[config.mk]
export PLATFORM = sky130hd
export DESIGN_NAME = router_sync_n
export DESIGN_NICKNAME = d
export VERILOG_FILES = /design/src/rtl/router_pkg.sv /design/src/rtl/router_sync_timer.sv /design/src/rtl/router_sync_n.sv
export SDC_FILE = /design/constraint.sdc
export NUM_CORES = 1
export LEC_CHECK = 0
export ABC_AREA = 1
export CAP_MARGIN = 20
export CORE_ASPECT_RATIO = 1.75
export CORE_MARGIN = 2
export CORE_UTILIZATION = 38
export CTS_CLUSTER_SIZE = 40
export DETAILED_ROUTE_END_ITERATION = 10
export PLACE_DENSITY = 0.67
export SLEW_MARGIN = 10
export SYNTH_ARGS = -nofsm -noshare
export SYNTH_HDL_FRONTEND = slang
export SYNTH_HIERARCHICAL = 1
export SYNTH_SLANG_ARGS = --single-unit
[constraint.sdc]
create_clock -name clock -period 1 [get_ports clock]
set_clock_uncertainty 0.1 [all_clocks]
set_input_delay 0.2 -clock clock [delete_from_list [all_inputs] [get_ports clock]]
set_output_delay 0.2 -clock clock [all_outputs]
set_load 0.02 [all_outputs]
[src/rtl/router_pkg.sv]
// Shared constants and types for the router synchroniser slice.
package router_pkg;

   // Default build of the synchroniser: 3 output FIFOs, 2-bit header address.
   localparam int ROUTER_NUM_CH  = 3;
   localparam int ROUTER_ADDR_W  = 2;
   localparam int ROUTER_TIMEOUT = 30;
   localparam int ROUTER_TIMER_W = 5;

   // Address latch FSM: IDLE waits for a header, HOLD keeps the channel for the packet.
   typedef enum logic {
      ADDR_IDLE = 1'b0,
      ADDR_HOLD = 1'b1
   } addr_state_t;

endpackage : router_pkg

[src/rtl/router_sync_timer.sv]
// Per-channel read-timeout timer: counts consecutive valid-but-unread cycles
// and pulses soft_reset for one cycle when the reader has stalled too long.
module router_sync_timer
   import router_pkg::*;
#(
   parameter int TIMEOUT = ROUTER_TIMEOUT,
   parameter int TIMER_W = ROUTER_TIMER_W
) (
   input  logic clock,
   input  logic resetn,
   input  logic vld,
   input  logic rd,
   output logic soft_reset
);

   // Terminal count; the pulse fires on the edge that ends the TIMEOUT-th stalled cycle.
   localparam logic [TIMER_W-1:0] TERM = TIMER_W'(TIMEOUT - 1);

   logic [TIMER_W-1:0] timer;

   // Count stalled cycles; a read or an empty FIFO clears the count, terminal count pulses.
   // NOTE: reset is synchronous (sampled on the clock edge), so it sits inside the clocked branch.
   always_ff @(posedge clock) begin
      if (!resetn) begin
         timer      <= '0;
         soft_reset <= 1'b0;
      end else if (!vld || rd) begin
         timer      <= '0;
         soft_reset <= 1'b0;
      end else if (timer == TERM) begin
         timer      <= '0;
         soft_reset <= 1'b1;
      end else begin
         // NOTE: non-blocking assignments for all state, so every register updates from pre-edge values.
         timer      <= timer + 1'b1;
         soft_reset <= 1'b0;
      end
   end

endmodule : router_sync_timer

[src/rtl/router_sync_n.sv]
// N-channel synchroniser between router FSM, register block and output FIFOs:
// latches the packet's destination, decodes FIFO write enables, muxes the
// selected full flag, drives valid-out and runs one read-timeout per channel.
module router_sync_n
   import router_pkg::*;
#(
   parameter int NUM_CH  = ROUTER_NUM_CH,
   parameter int ADDR_W  = ROUTER_ADDR_W,
   parameter int TIMEOUT = ROUTER_TIMEOUT,
   parameter int TIMER_W = ROUTER_TIMER_W
) (
   input  logic              clock,
   input  logic              resetn,
   input  logic              detect_add,
   input  logic [ADDR_W-1:0] data_in,
   input  logic              pkt_done,
   input  logic              write_enb_reg,
   input  logic [NUM_CH-1:0] read_enb,
   input  logic [NUM_CH-1:0] empty,
   input  logic [NUM_CH-1:0] full,
   output logic [NUM_CH-1:0] write_enb,
   output logic              fifo_full,
   output logic [NUM_CH-1:0] vld_out,
   output logic [NUM_CH-1:0] soft_reset,
   output logic              addr_valid,
   output logic              err_bad_addr
);

   // Channel count widened by one bit so the range check also works when 2**ADDR_W == NUM_CH.
   localparam logic [ADDR_W:0] NUM_CH_EXT = (ADDR_W + 1)'(NUM_CH);

   addr_state_t       state;
   logic [ADDR_W-1:0] addr_reg;
   logic              hdr_ok;
   logic              sel_soft_reset;
   logic              sel_full;

   assign hdr_ok  = ({1'b0, data_in} < NUM_CH_EXT);
   assign vld_out = ~empty;

   // Select the latched channel's full flag and soft reset; decode the one-hot write enable.
   // NOTE: every output of this block gets a default first, so no path can infer a latch.
   always_comb begin
      sel_soft_reset = 1'b0;
      sel_full       = 1'b0;
      write_enb      = '0;
      for (int i = 0; i < NUM_CH; i++) begin
         if (addr_reg == ADDR_W'(i)) begin
            sel_soft_reset = soft_reset[i];
            sel_full       = full[i];
            write_enb[i]   = write_enb_reg & addr_valid;
         end
      end
   end

   assign fifo_full = addr_valid & sel_full;

   // Address FSM: latch a valid header, hold it until packet end, flush or a new header.
   always_ff @(posedge clock) begin
      if (!resetn) begin
         state        <= ADDR_IDLE;
         addr_reg     <= '0;
         addr_valid   <= 1'b0;
         err_bad_addr <= 1'b0;
      end else begin
         err_bad_addr <= detect_add & ~hdr_ok;
         case (state)
            ADDR_IDLE: begin
               if (detect_add && hdr_ok) begin
                  addr_reg   <= data_in;
                  addr_valid <= 1'b1;
                  state      <= ADDR_HOLD;
               end
            end
            ADDR_HOLD: begin
               // A new header takes priority over packet end and over a flush of the old channel.
               if (detect_add) begin
                  if (hdr_ok) begin
                     addr_reg <= data_in;
                  end else begin
                     addr_valid <= 1'b0;
                     state      <= ADDR_IDLE;
                  end
               end else if (pkt_done || sel_soft_reset) begin
                  addr_valid <= 1'b0;
                  state      <= ADDR_IDLE;
               end
            end
            default: begin
               addr_valid <= 1'b0;
               state      <= ADDR_IDLE;
            end
         endcase
      end
   end

   // One independent read-timeout timer per output channel.
   for (genvar g = 0; g < NUM_CH; g++) begin : g_timer
      router_sync_timer #(
         .TIMEOUT (TIMEOUT),
         .TIMER_W (TIMER_W)
      ) u_timer (
         .clock      (clock),
         .resetn     (resetn),
         .vld        (vld_out[g]),
         .rd         (read_enb[g]),
         .soft_reset (soft_reset[g])
      );
   end

endmodule : router_sync_n

==> summary.txt <==
Global routing
  • Antenna violations before repair: 0
  • Largest net degree at the start of global routing: 14
  • Grt ovf: 0
  • Vias in the first global route: 1119
  • First-pass GRT wire length: 4250 um
  • Total GRT Usage: 17.3%

Power
  • PwrDens: 945 nW/um^2
  • Switch share: 25.6%
  • Leakage: 0.000972 uW
  • Maximum VDD drop: 0.000651 V
  • Sequential power share: 50.1%
  • PnR Total Power: 1920 uW
  • Internal Power: 1430 uW
  • Gate power share: 20.6%
  • P_sw: 490 uW
  • Clock Power Share: 29.3%

Critical path
  • Critical path type: reg2out
  • CP Launch Type: flop
  • Crit-path max FO: 5
  • CP arrival: 1.18 ns
  • Worst Path Required: 0.70 ns
  • CP Capture Type: primary output
  • Largest stage delay, worst path: 0.42 ns
  • Buf/Inv on CP: 3
  • Most Frequent Cell on Critical Path: nand3_1
  • Cell chain of the critical path: inv_4, nand3_1, nand3_1, nand2_1, inv_2, buf_6
  • Critical-path top delay cell: dfxtp_4
  • Delay-heaviest family, CP: flip-flops

Clocking
  • TritonCTS clock tree: yes
  • Clk sinks: 23
  • Max H-tree Level: 1
  • Total CTS buffers: 3
  • Clock slew at reported path FFs: 0.08 ns
  • Worst-skew pair later-pin latency: 0.26 ns
  • Clk buf depth: 2
  • Clk root buf: clkbuf_8

STA
  • Crit path setup slack, layout: -0.482 ns
  • Final setup vio count: 27
  • RSZ-0062 raised after global routing: true
  • Period utilisation layout: 148%
  • Setup TNS: -2.84 ns
  • Worst hold slack: 0.198 ns
  • Final Hold Viols: 0
  • Crit path time final: 1.48 ns
  • Fmax: 675 MHz
  • Slew HR: 81.0%
  • Actual slew at the worst max-slew pin: 0.285 ns
  • Slew Limit Fails: 0

Layout
  • Number of diodes: 0
  • Layout cells sized above 1: 53.9%
  • Final Core Density: 74.6%
  • Register Area: 497 um^2
  • # fillers: 219
  • Leading cell types in the layout, fill and taps excluded: buf_4 (30), nand2_1 (23), buf_6 (18)
  • Nets: 240
  • Layout Cells excl Fill: 244
  • Largest register FFs: 15
  • Area Growth Syn to Fin: 86.7%
  • Most common cell after layout, fill and taps aside: buf_4
  • Multi-input logic area: 727 um^2

Synthesis
  • Post-Syn Area: 1090 um^2
  • Seq cells post-synth: 23
  • Post-Syn Nets: 170
  • Syn Inst Count: 148
  • Post-synth EDFFs: 0
  • Ys flop type: dfxtp_1
  • Syn. warnings: 6
  • Ys async rst share: 0%
  • Synth cell types: 17
  • Mapped Avg Cell Area: 7.35 um^2
  • Register area share after synthesis: 42.3%

Run status
  • Failing checks: setup timing
  • Status: finished with violations

Floorplan
  • Initial core utilization: 40.0%
  • Die Area: 3320 um^2
  • Die width: 44.4 um
  • Row count: 25
  • Core area: 2720 um^2
  • Die H: 74.8 um
  • IO Pins: 28

Drt
  • Starting DRC count in detailed routing: 24
  • Router iterations before antenna repair: 4
  • Vias per cell: 4.93
  • Post-DR wirelength/cell: 12.9 um
  • # DRC: 0
  • Final wirelength: 3150 um
  • Routed Antenna Nets: 0
  • Vias: 1204

Placed design
  • Routability cong.: 0.782
  • IO buf count: 27
  • Dpl cells: 232
  • Post-DP HPWL: 2020 um

Job
  • # Max-Cap Violations: 0

Worst hold path
  • Min-delay worst type: in2reg
-- worst paths after layout --
kind         slack, ns                                      to  cells after the start                                   start
min               0.20                addr_reg[1]$_SDFFE_PN0P_                      3                              detect_add
max reg2reg      -0.19                 addr_valid$_SDFFE_PN0P_                      9                addr_reg[0]$_SDFFE_PN0P_
min reg2reg       0.37  g_timer[0].u_timer/timer[0]$_SDFF_PP0_                      1  g_timer[0].u_timer/timer[0]$_SDFF_PP0_
max              -0.48                               fifo_full                      6                addr_reg[0]$_SDFFE_PN0P_
-- kinds of logic after synthesis --
kind of cell,after synthesis,share of synthesized area (%)
and+or+nand+nor,83,35.2
DFF,23,42.3
buffers and inverters,27,9.32
xor gates and xnor gates,3,2.42
adders and majority gates,6,6.90
AOI/OAI and AO/OA,6,3.80
-- repair_timing --
| action | CTS | global route |
|---|---|---|
| cloned | 0 | 0 |
| setup endpoints to repair | 35 | 31 |
| resized for setup | 107 | 29 |
| pin swaps | 14 | 14 |
| hold buffers | 0 | 0 |
| buffers inserted | 2 | 8 |
-- Yosys cell counts (2+ instances only) --
| master | number | share of area [%] |
|---|---|---|
| ha_1 | 6 | 6.9 |
| xnor2_1 | 3 | 2.4 |
| nor3_1 | 4 | 1.8 |
| inv_2 | 2 | 0.69 |
| a211oi_1 | 2 | 1.4 |
| nand3_1 | 12 | 5.5 |
| inv_1 | 25 | 8.6 |
| nand4_1 | 6 | 3.5 |
| nand2_1 | 29 | 10 |
| nor3_2 | 3 | 2.8 |
| dfxtp_1 | 23 | 42 |
| nand2_2 | 7 | 4.0 |
| nor2_1 | 22 | 7.6 |
-- metrics by stage --
| stage | worst slack (ns) | cell area (um^2) |
|---|---|---|
| 2_1_floorplan | -0.0306 | 1160 |
| 3_3_place_gp | -0.852 | 1690 |
| 3_5_place_dp | -0.880 | 1690 |
| 4_1_cts | -0.427 | 1870 |
| 5_1_grt | -0.552 | 2030 |
| 6_report | -0.482 | 2030 |
-- power groups by stage --
stage	combinational (uW)	sequential (uW)	clock, uW
floorplan	105	992	0
global placement	290	988	0
detailed placement	295	989	0
CTS	329	968	584
global route	425	965	621
finish	395	961	561
-- layer usage --
layer,GRT usage [%],wire (um)
met5,0,0
met4,7.41,84
met3,2.40,115
met2,35.9,1850
met1,15.4,1100
-- worst reg2reg max path, delay by kind of cell (launching register included) --
kind | cells | cell delay, ns
flops | 1 | 0.39
simple gates | 5 | 0.34
buf+inv | 4 | 0.25
-- final cells by class --
type | instances | area share (%)
clock inverters | 1 | 0.247
well taps | 27 | 1.66
multi-input cells | 98 | 35.8
clock buffers | 3 | 2.03
flip-flops and latches | 23 | 24.5
repair buffers | 65 | 30.5
inverters | 27 | 5.24
No activity file was read; power rests on OpenSTA's default activity.
